$ cat config.mk
export PLATFORM = sky130hd
export DESIGN_NAME = qr_result_collector
export DESIGN_NICKNAME = d
export VERILOG_FILES = /design/src/rtl/qr_pkg.sv /design/src/rtl/qr_row_buffer.sv /design/src/rtl/qr_result_collector.sv
export SDC_FILE = /design/constraint.sdc
export NUM_CORES = 1
export LEC_CHECK = 0
export ABC_CLOCK_PERIOD_IN_PS = 7550
export CORE_UTILIZATION = 54
export DETAILED_ROUTE_END_ITERATION = 10
export GPL_TIMING_DRIVEN = 0
export HOLD_SLACK_MARGIN = 0.02
export PLACE_DENSITY = 0.73
export SLEW_MARGIN = 25
export SYNTH_ARGS = -nofsm -noshare
export SYNTH_HDL_FRONTEND = slang
export SYNTH_SLANG_ARGS = --single-unit
$ cat constraint.sdc
create_clock -name clk -period 7.55 [get_ports clk]
set_input_delay 1.51 -clock clk [delete_from_list [all_inputs] [get_ports clk]]
set_output_delay 1.51 -clock clk [all_outputs]
set_load 0.01 [all_outputs]
$ cat src/rtl/qr_pkg.sv
// Shared types and sizing for the QR result collector: lane word, row, and FSM states.
// Lane 0 of a row is A and lane 3 is D.
package qr_pkg;

    localparam int DATA_W = 13;
    localparam int LANES  = 4;
    localparam int ROWS   = 8;
    localparam int IDX_W  = $clog2(ROWS);
    localparam int CNT_W  = $clog2(ROWS) + 1;

    typedef logic signed [DATA_W-1:0] word_t;
    typedef word_t [LANES-1:0]        row_t;

    typedef enum logic [1:0] {
        IDLE,
        CAPTURE,
        DRAIN,
        DONE
    } coll_state_t;

endpackage

$ cat src/rtl/qr_row_buffer.sv
// Row storage for one R-matrix result: one write port and one asynchronous read port.
// Storage has no reset, so its contents after reset are undefined.
module qr_row_buffer
    import qr_pkg::*;
#(
    parameter int DEPTH = ROWS,
    parameter int AW    = $clog2(DEPTH)
) (
    input  logic          clk,
    input  logic          we_i,
    input  logic [AW-1:0] waddr_i,
    input  row_t          wdata_i,
    input  logic [AW-1:0] raddr_i,
    output row_t          rdata_o
);

    row_t mem_q [DEPTH];

    always_ff @(posedge clk) begin
        if (we_i) begin
            mem_q[waddr_i] <= wdata_i;
        end
    end

    assign rdata_o = mem_q[raddr_i];

endmodule

$ cat src/rtl/qr_result_collector.sv
// Captures one QR_top result (up to ROWS rows), then drains it row by row over valid/ready.
// The FSM, the counters and the sticky error flags live here; row storage is in qr_row_buffer.
module qr_result_collector
    import qr_pkg::*;
(
    input  logic              clk,
    input  logic              reset,
    input  logic              in_valid,
    input  logic [DATA_W-1:0] in_dataA,
    input  logic [DATA_W-1:0] in_dataB,
    input  logic [DATA_W-1:0] in_dataC,
    input  logic [DATA_W-1:0] in_dataD,
    input  logic              in_finish,
    output logic              rd_valid,
    input  logic              rd_ready,
    output logic [DATA_W-1:0] rd_dataA,
    output logic [DATA_W-1:0] rd_dataB,
    output logic [DATA_W-1:0] rd_dataC,
    output logic [DATA_W-1:0] rd_dataD,
    output logic              rd_last,
    output logic [IDX_W-1:0]  rd_index,
    output logic [CNT_W-1:0]  row_count,
    output logic              done,
    output logic              overflow,
    output logic              drop_err
);

    coll_state_t      state_q, state_d;
    logic [CNT_W-1:0] row_count_q, row_count_d;
    logic [IDX_W-1:0] rd_index_q, rd_index_d;
    logic             rd_valid_q, rd_valid_d;
    row_t             rd_data_q, rd_data_d;
    logic             overflow_q, overflow_d;
    logic             drop_err_q, drop_err_d;

    logic             we;
    logic [IDX_W-1:0] waddr;
    logic [IDX_W-1:0] raddr;
    row_t             wdata;
    row_t             rdata;
    logic             hs;
    logic             last;
    logic             load_first;

    always_comb begin
        wdata    = '0;
        wdata[0] = in_dataA;
        wdata[1] = in_dataB;
        wdata[2] = in_dataC;
        wdata[3] = in_dataD;
    end

    qr_row_buffer #(
        .DEPTH (ROWS),
        .AW    (IDX_W)
    ) u_buf (
        .clk     (clk),
        .we_i    (we),
        .waddr_i (waddr),
        .wdata_i (wdata),
        .raddr_i (raddr),
        .rdata_o (rdata)
    );

    assign hs   = rd_valid_q && rd_ready;
    assign last = rd_valid_q && ({1'b0, rd_index_q} == (row_count_q - CNT_W'(1)));

    always_comb begin
        state_d     = state_q;
        row_count_d = row_count_q;
        rd_index_d  = rd_index_q;
        rd_valid_d  = rd_valid_q;
        rd_data_d   = rd_data_q;
        overflow_d  = overflow_q;
        drop_err_d  = drop_err_q;
        we          = 1'b0;
        waddr       = row_count_q[IDX_W-1:0];
        raddr       = rd_index_q;
        load_first  = 1'b0;

        case (state_q)
            IDLE: begin
                if (in_valid) begin
                    we          = 1'b1;
                    waddr       = '0;
                    row_count_d = CNT_W'(1);
                    state_d     = in_finish ? DRAIN : CAPTURE;
                    load_first  = in_finish;
                end else if (in_finish) begin
                    state_d = DONE;
                end
            end
            CAPTURE: begin
                if (in_valid) begin
                    if (row_count_q < CNT_W'(ROWS)) begin
                        we          = 1'b1;
                        row_count_d = row_count_q + CNT_W'(1);
                    end else begin
                        overflow_d = 1'b1;
                    end
                end
                if (in_finish) begin
                    state_d    = DRAIN;
                    load_first = 1'b1;
                end
            end
            DRAIN: begin
                if (in_valid) begin
                    drop_err_d = 1'b1;
                end
                if (hs) begin
                    if (last) begin
                        rd_valid_d = 1'b0;
                        state_d    = DONE;
                    end else begin
                        rd_index_d = rd_index_q + 1'b1;
                        raddr      = rd_index_q + 1'b1;
                        rd_data_d  = rdata;
                    end
                end
            end
            DONE: begin
                if (in_valid) begin
                    drop_err_d = 1'b1;
                end
                rd_index_d  = '0;
                row_count_d = '0;
                state_d     = IDLE;
            end
            default: state_d = IDLE;
        endcase

        // Row 0 may be written on the same edge that finish is accepted, so forward it.
        if (load_first) begin
            raddr      = '0;
            rd_index_d = '0;
            rd_valid_d = 1'b1;
            rd_data_d  = (we && (waddr == raddr)) ? wdata : rdata;
        end
    end

    always_ff @(posedge clk or posedge reset) begin
        if (reset) begin
            state_q     <= IDLE;
            row_count_q <= '0;
            rd_index_q  <= '0;
            rd_valid_q  <= 1'b0;
            rd_data_q   <= '0;
            overflow_q  <= 1'b0;
            drop_err_q  <= 1'b0;
        end else begin
            state_q     <= state_d;
            row_count_q <= row_count_d;
            rd_index_q  <= rd_index_d;
            rd_valid_q  <= rd_valid_d;
            rd_data_q   <= rd_data_d;
            overflow_q  <= overflow_d;
            drop_err_q  <= drop_err_d;
        end
    end

    assign rd_valid  = rd_valid_q;
    assign rd_dataA  = rd_data_q[0];
    assign rd_dataB  = rd_data_q[1];
    assign rd_dataC  = rd_data_q[2];
    assign rd_dataD  = rd_data_q[3];
    assign rd_last   = last;
    assign rd_index  = rd_index_q;
    assign row_count = row_count_q;
    assign done      = (state_q == DONE);
    assign overflow  = overflow_q;
    assign drop_err  = drop_err_q;

endmodule
### Word level (Yosys, flattened, before mapping)

Memory sizes are Yosys's and may differ from the RTL's.
Cells that the tools add are included.

* memories kept: 1
* RAM bits: 416
* output and inout port bits: 64
* logic and storage cells: 82
* bits in registers: 64

Memory list
* u_buf.mem_q: words 8, width 52, rd ports 1, clocked after memory_dff 0, wr ports 1, line qr_row_buffer.sv:17 `row_t mem_q [DEPTH];`

* reduce and logical (&&, ||, !) cells: 17
* $add $sub $neg: 3
* eq/ne operators: 12
* $lt $le $gt $ge: 1
* mux-type cells: 37
* bitwise gates (word level): 1

Operators by type and width (count)
* 2-to-1 mux 52 bit: 5
* 2-to-1 mux 3 bit: 7
* 2-to-1 mux 2 bit: 6
* 2-to-1 mux 4 bit: 3
* inequality test 2 bit (second input constant): 6
* case mux 4 bit (3 select lines): 1
* 2-to-1 mux 1 bit: 11
* AND reduction 3 bit: 3
* case mux 2 bit (4 select lines): 1
* AND reduction 4 bit: 2
* case mux 3 bit (2 select lines): 1
* nonzero test 2 bit: 3
* nonzero test 3 bit: 2
* adder 4 x 1 -> 4 bit (second input constant): 1
* equality test 2 bit (second input constant): 2
* equality test 3 x 4 -> 1 bit: 1
* < comparator 4 bit (second input constant): 1
* case mux 1 bit (2 select lines): 2
* subtractor 4 x 1 -> 4 bit (second input constant): 1
* adder 3 x 1 -> 3 bit (second input constant): 1
* logical AND 1 bit: 3
* zero test 3 bit: 1
* inequality test 3 bit (second input constant): 1
* equality test 2 x 1 -> 1 bit (second input constant): 1
* other kinds (5): 5

### Logic depth before layout (Yosys ltp)

An unclocked memory read counts as a cell.

* depth in word-level cells: 12
* gate-level depth with buffers: 13

### By module

Synthesis repeated with hierarchy kept, for this count alone.

* cell total of the unflattened synthesis: 949
* area total of the unflattened synthesis: 19172.1 sq um

By module, submodules not included
* qr_row_buffer: instances 1, cells each 615, area each 15700.1 sq um, sequential area each 12492.0 sq um
* qr_result_collector: instances 1, cells each 334, area each 3472.1 sq um, sequential area each 1601.5 sq um

### Worst setup path before layout

No wires, ideal clock.

* path kind: input port to flip-flop
* from: input port in_valid
* to: memory u_buf.mem_q[1][0] (netlist name), enable pin
* data arrival time: 7147 ps
* stages: 4
* data required time: 6959 ps
* buffers on the path: 1
* setup slack: -188 ps
* setup time: 591 ps
* path through: buf_2 -> inv_1 -> or4_1 -> nor4_1

* longest elaborated chain between the ends: 4

RTL lines
* from (decl): line qr_result_collector.sv:8 `input logic in_valid,`
* 2-to-1 mux 1 bit, on equally long branches: line qr_result_collector.sv:94, qr_result_collector.sv:83
* case mux 1 bit (2 select lines): line qr_result_collector.sv:81 `case (state_q)`
* 2-to-1 mux 1 bit: line qr_row_buffer.sv:20 `if (we_i) begin`
* 2-to-1 mux 1 bit (implied by the code): line qr_row_buffer.sv:21 `mem_q[waddr_i] <= wdata_i;`
* to (decl): line qr_row_buffer.sv:17

Several ways; a longest one is shown, not always the timed one.

### Final worst setup path

* from: register row_count_q[1], in the netlist row_count[1]
* to: output port rd_last

* longest elaborated chain between the ends: 3

RTL lines
* from (decl): line qr_result_collector.sv:29 `logic [CNT_W-1:0] row_count_q, row_count_d;`
* from (signal assigned): line qr_result_collector.sv:153 `row_count_q <= row_count_d;`
* subtractor 4 x 1 -> 4 bit: line qr_result_collector.sv:66 `assign last = rd_valid_q && ({1'b0, rd_index_q} == (row_count_q - CNT_W'(1)));`
* equality test 3 x 4 -> 1 bit: line qr_result_collector.sv:66
* logical AND 1 bit: line qr_result_collector.sv:66
* to (decl): line qr_result_collector.sv:20 `output logic rd_last,`

No other way between the ends.

==> results.sh <==
export IMPL_status="completed"
export IMPL_fin_cells=2142
export IMPL_overflow=0
export IMPL_r2r_cells=11
export IMPL_rrSetupSlack_ps=3660
export IMPL_die_w_um=193.7
export IMPL_drtPass1Iterations=5
export IMPL_coreArea_um2=35830
export IMPL_path_class="flop to output pin"
export IMPL_cap_violations=0
export IMPL_grt_max_degree=42
export IMPL_period_minus_slack_ps=4908
export IMPL_clock_skew_ps=13.59
export IMPL_seq_area_frac_synth_pct=71.04
export IMPL_drt_vias_per_instance=6.561
export IMPL_vias=14053
export IMPL_ys_async_sr_fraction_pct=13.33
export IMPL_numCtsBuffers=47
export IMPL_post_cts_buffers=0
export IMPL_grt_pass1_vias=13942
export IMPL_hold_class="flop to flop"
export IMPL_syn_cell_area_um2=19840
export IMPL_post_route_period_util_pct=65.00
export IMPL_fillers=2558
export IMPL_tritoncts="done"
export IMPL_synth_nets=1520
export IMPL_r2r_end="rd_dataC[6]"
export IMPL_final_layout_size_suffix_gt1_share_pct=9.875
export IMPL_endpoint_kind="output pin"
export IMPL_synth_most_common_cell="edfxtp_1"
export IMPL_powerDensity_nw_per_um2=392.8
export IMPL_power_total_w=0.009238
export IMPL_crit_end="rd_last"
export IMPL_ant_nets=0
export IMPL_syn_to_final_growth_pct=18.56
export IMPL_start_util_pct=55.37
export IMPL_worstMarginPinSlew_ps=1116
export IMPL_drc_errors=0
export IMPL_ys_ff_latch=480
export IMPL_ctsHoldBuffers=0
export IMPL_slew_headroom_pct=25.07
export IMPL_synth_largest_area_cell="edfxtp_1"
export IMPL_cts_sinks=480
export IMPL_slew_violations=0
export IMPL_leakage_nw=8.212
export IMPL_ys_top_cells_by_count="edfxtp_1, nand2_1, and3_1, dfrtp_1, nor2_1"
export IMPL_chipHeight_um=193.7
export IMPL_ctsResizeCount=0
export IMPL_ys_types=58
export IMPL_avgRoutedWirePerCell_um=25.27
export IMPL_fmax_mhz=203.8
export IMPL_wirelength_um=54130
export IMPL_insertedDiodeCount=0
export IMPL_track_usage_pct=28.98
export IMPL_start_kind="flop"
export IMPL_hold_viol_final=0
export IMPL_fin_hold_ws_ps=455.8
export IMPL_grt_pass1_wl_um=82100
export IMPL_finalSetupViolations=0
export IMPL_gp_congestion=0.8295
export IMPL_antenna_found_initial=1
export IMPL_rsz0062_at_grt="false"
export IMPL_arrival_ps=3400
export IMPL_dp_hpwl_um=34330
export IMPL_ff_latch_area_um2=14090
export IMPL_rr_startpoint="row_count[1]"
export IMPL_multi_input_area_um2=5200
export IMPL_cts_htree_levels=2
export IMPL_worstSetupStartpoint="row_count[1]"
export IMPL_clock_latency_ps=570
export IMPL_path_clk_slew_ps=60
export IMPL_synth_area_leaders="edfxtp_1, dfrtp_1, nand2_1"
export IMPL_synth_edf_count=416
export IMPL_critPathRequiredTime_ps=6040
export IMPL_synth_top_cell_area_share_pct=62.97
export IMPL_path_max_fanout=9
export IMPL_ios=121
export IMPL_portBuffers=119
export IMPL_dieArea_um2=37510
export IMPL_nets=1710
export IMPL_drt_iter0_markers=1595
export IMPL_place_inst=2058
export IMPL_cts_buffer_depth=3
export IMPL_syn_avg_cell_area_um2=13.62
export IMPL_ir_worst_vdd_mv=0.2228
export IMPL_synthCells=1456
export IMPL_ctsRootBufferMaster="clkbuf_16"
export IMPL_yosysWarnings=0
export IMPL_rows=69
export IMPL_synth_main_ff_cell="edfxtp_1"
[worst max-delay path: stages (launching register included)]
cell and delay [ps]:
dfrtp_1 370, clkbuf_1 380, inv_1 180, ha_1 430, xor2_2 220, o21ai_2 120
nor3_1 420, and2_1 190, clkdlybuf4s50_1 530
[logic make-up after synthesis]
family / Yosys count / synth area share [%]
AOI/OAI and AO/OA: 309 / 11.60
xor gates and xnor gates: 5 / 0.3343
adders and majority gates: 7 / 0.4415
buffers and inverters: 130 / 3.065
DFF: 480 / 71.04
muxes: 4 / 0.2964
and+or+nand+nor: 521 / 13.22
[final cells by class]
class                   count  share of cell area [%]
plain buffers             118                   2.394
clock inverters            11                  0.4309
multi-input cells         846                   22.11
well taps                 461                   2.453
flip-flops and latches    480                   59.92
inverters                  12                  0.2128
repair buffers            141                   6.847
clock buffers              73                   5.629
[power by group]
group | switching [W] | internal, W | total, W
logic | 0.00235 | 0.00133 | 0.00367
clock network | 0.000956 | 0.00127 | 0.00222
registers | 0.000171 | 0.00317 | 0.00334
total | 0.00347 | 0.00576 | 0.00924
[registers in the layout (all words and copies together) (netlist names), 2 cells and up]
name,cells
rd_dataC,13
state_q,2
rd_dataA,13
rd_index,3
u_buf.mem_q,416
rd_dataD,13
row_count,4
rd_dataB,13
[worst min-delay path by stage]
stage | start | to | slack [ps] | cells past startpoint
after floorplan | drop_err | drop_err | 490 | 1
after global placement | drop_err | drop_err | 440 | 1
after detailed placement | drop_err | drop_err | 450 | 1
after CTS | drop_err | drop_err | 460 | 1
after global routing | overflow | overflow | 480 | 1
final | drop_err | drop_err | 460 | 1
[cells in the final DEF (no fill, tap or decap), drive strengths merged, types with 3 or more instances in the layout]
cell type	synthesis	final
clkdlybuf4s50	0	119
o41ai	52	52
a211oi	52	52
o22ai	55	55
o21ai	14	14
xnor2	3	3
nor3	6	6
or4	53	53
nand4	53	53
clkbuf	58	131
and3	105	105
or3	4	4
nand2	222	222
buf	60	82
clkinv	0	8
a21o	5	5
edfxtp	416	416
ha	7	7
a22oi	52	52
nor2	60	60
nand3	6	6
a21oi	12	12
o211ai	52	52
dfrtp	64	64
inv	12	13
[metrics by stage]
step / util, % / setup TNS [ps] / instance area [um2] / setup WS [ps]
after floorplan: - / 0 / 19840 / 2008
after global placement: 60.32 / -45040 / 21610 / -873.1
after detailed placement: 61.66 / 0 / 22090 / 2911
after CTS: 65.63 / 0 / 23520 / 2643
after global routing: 65.64 / 0 / 23520 / 2483
final: 65.64 / 0 / 23520 / 2642
[metal layers]
layer  share of wire (%)  up-vias  wire length, um  track usage [%]
li1                    -     6128                -                -
met1                  40     6946            21390            39.81
met2                  47      829            25570            46.02
met3                  10      148             5423            5.584
met4                 3.2        2             1745            11.29
met5               0.020        -               11                0
Power figures use the tool's default switching activity.
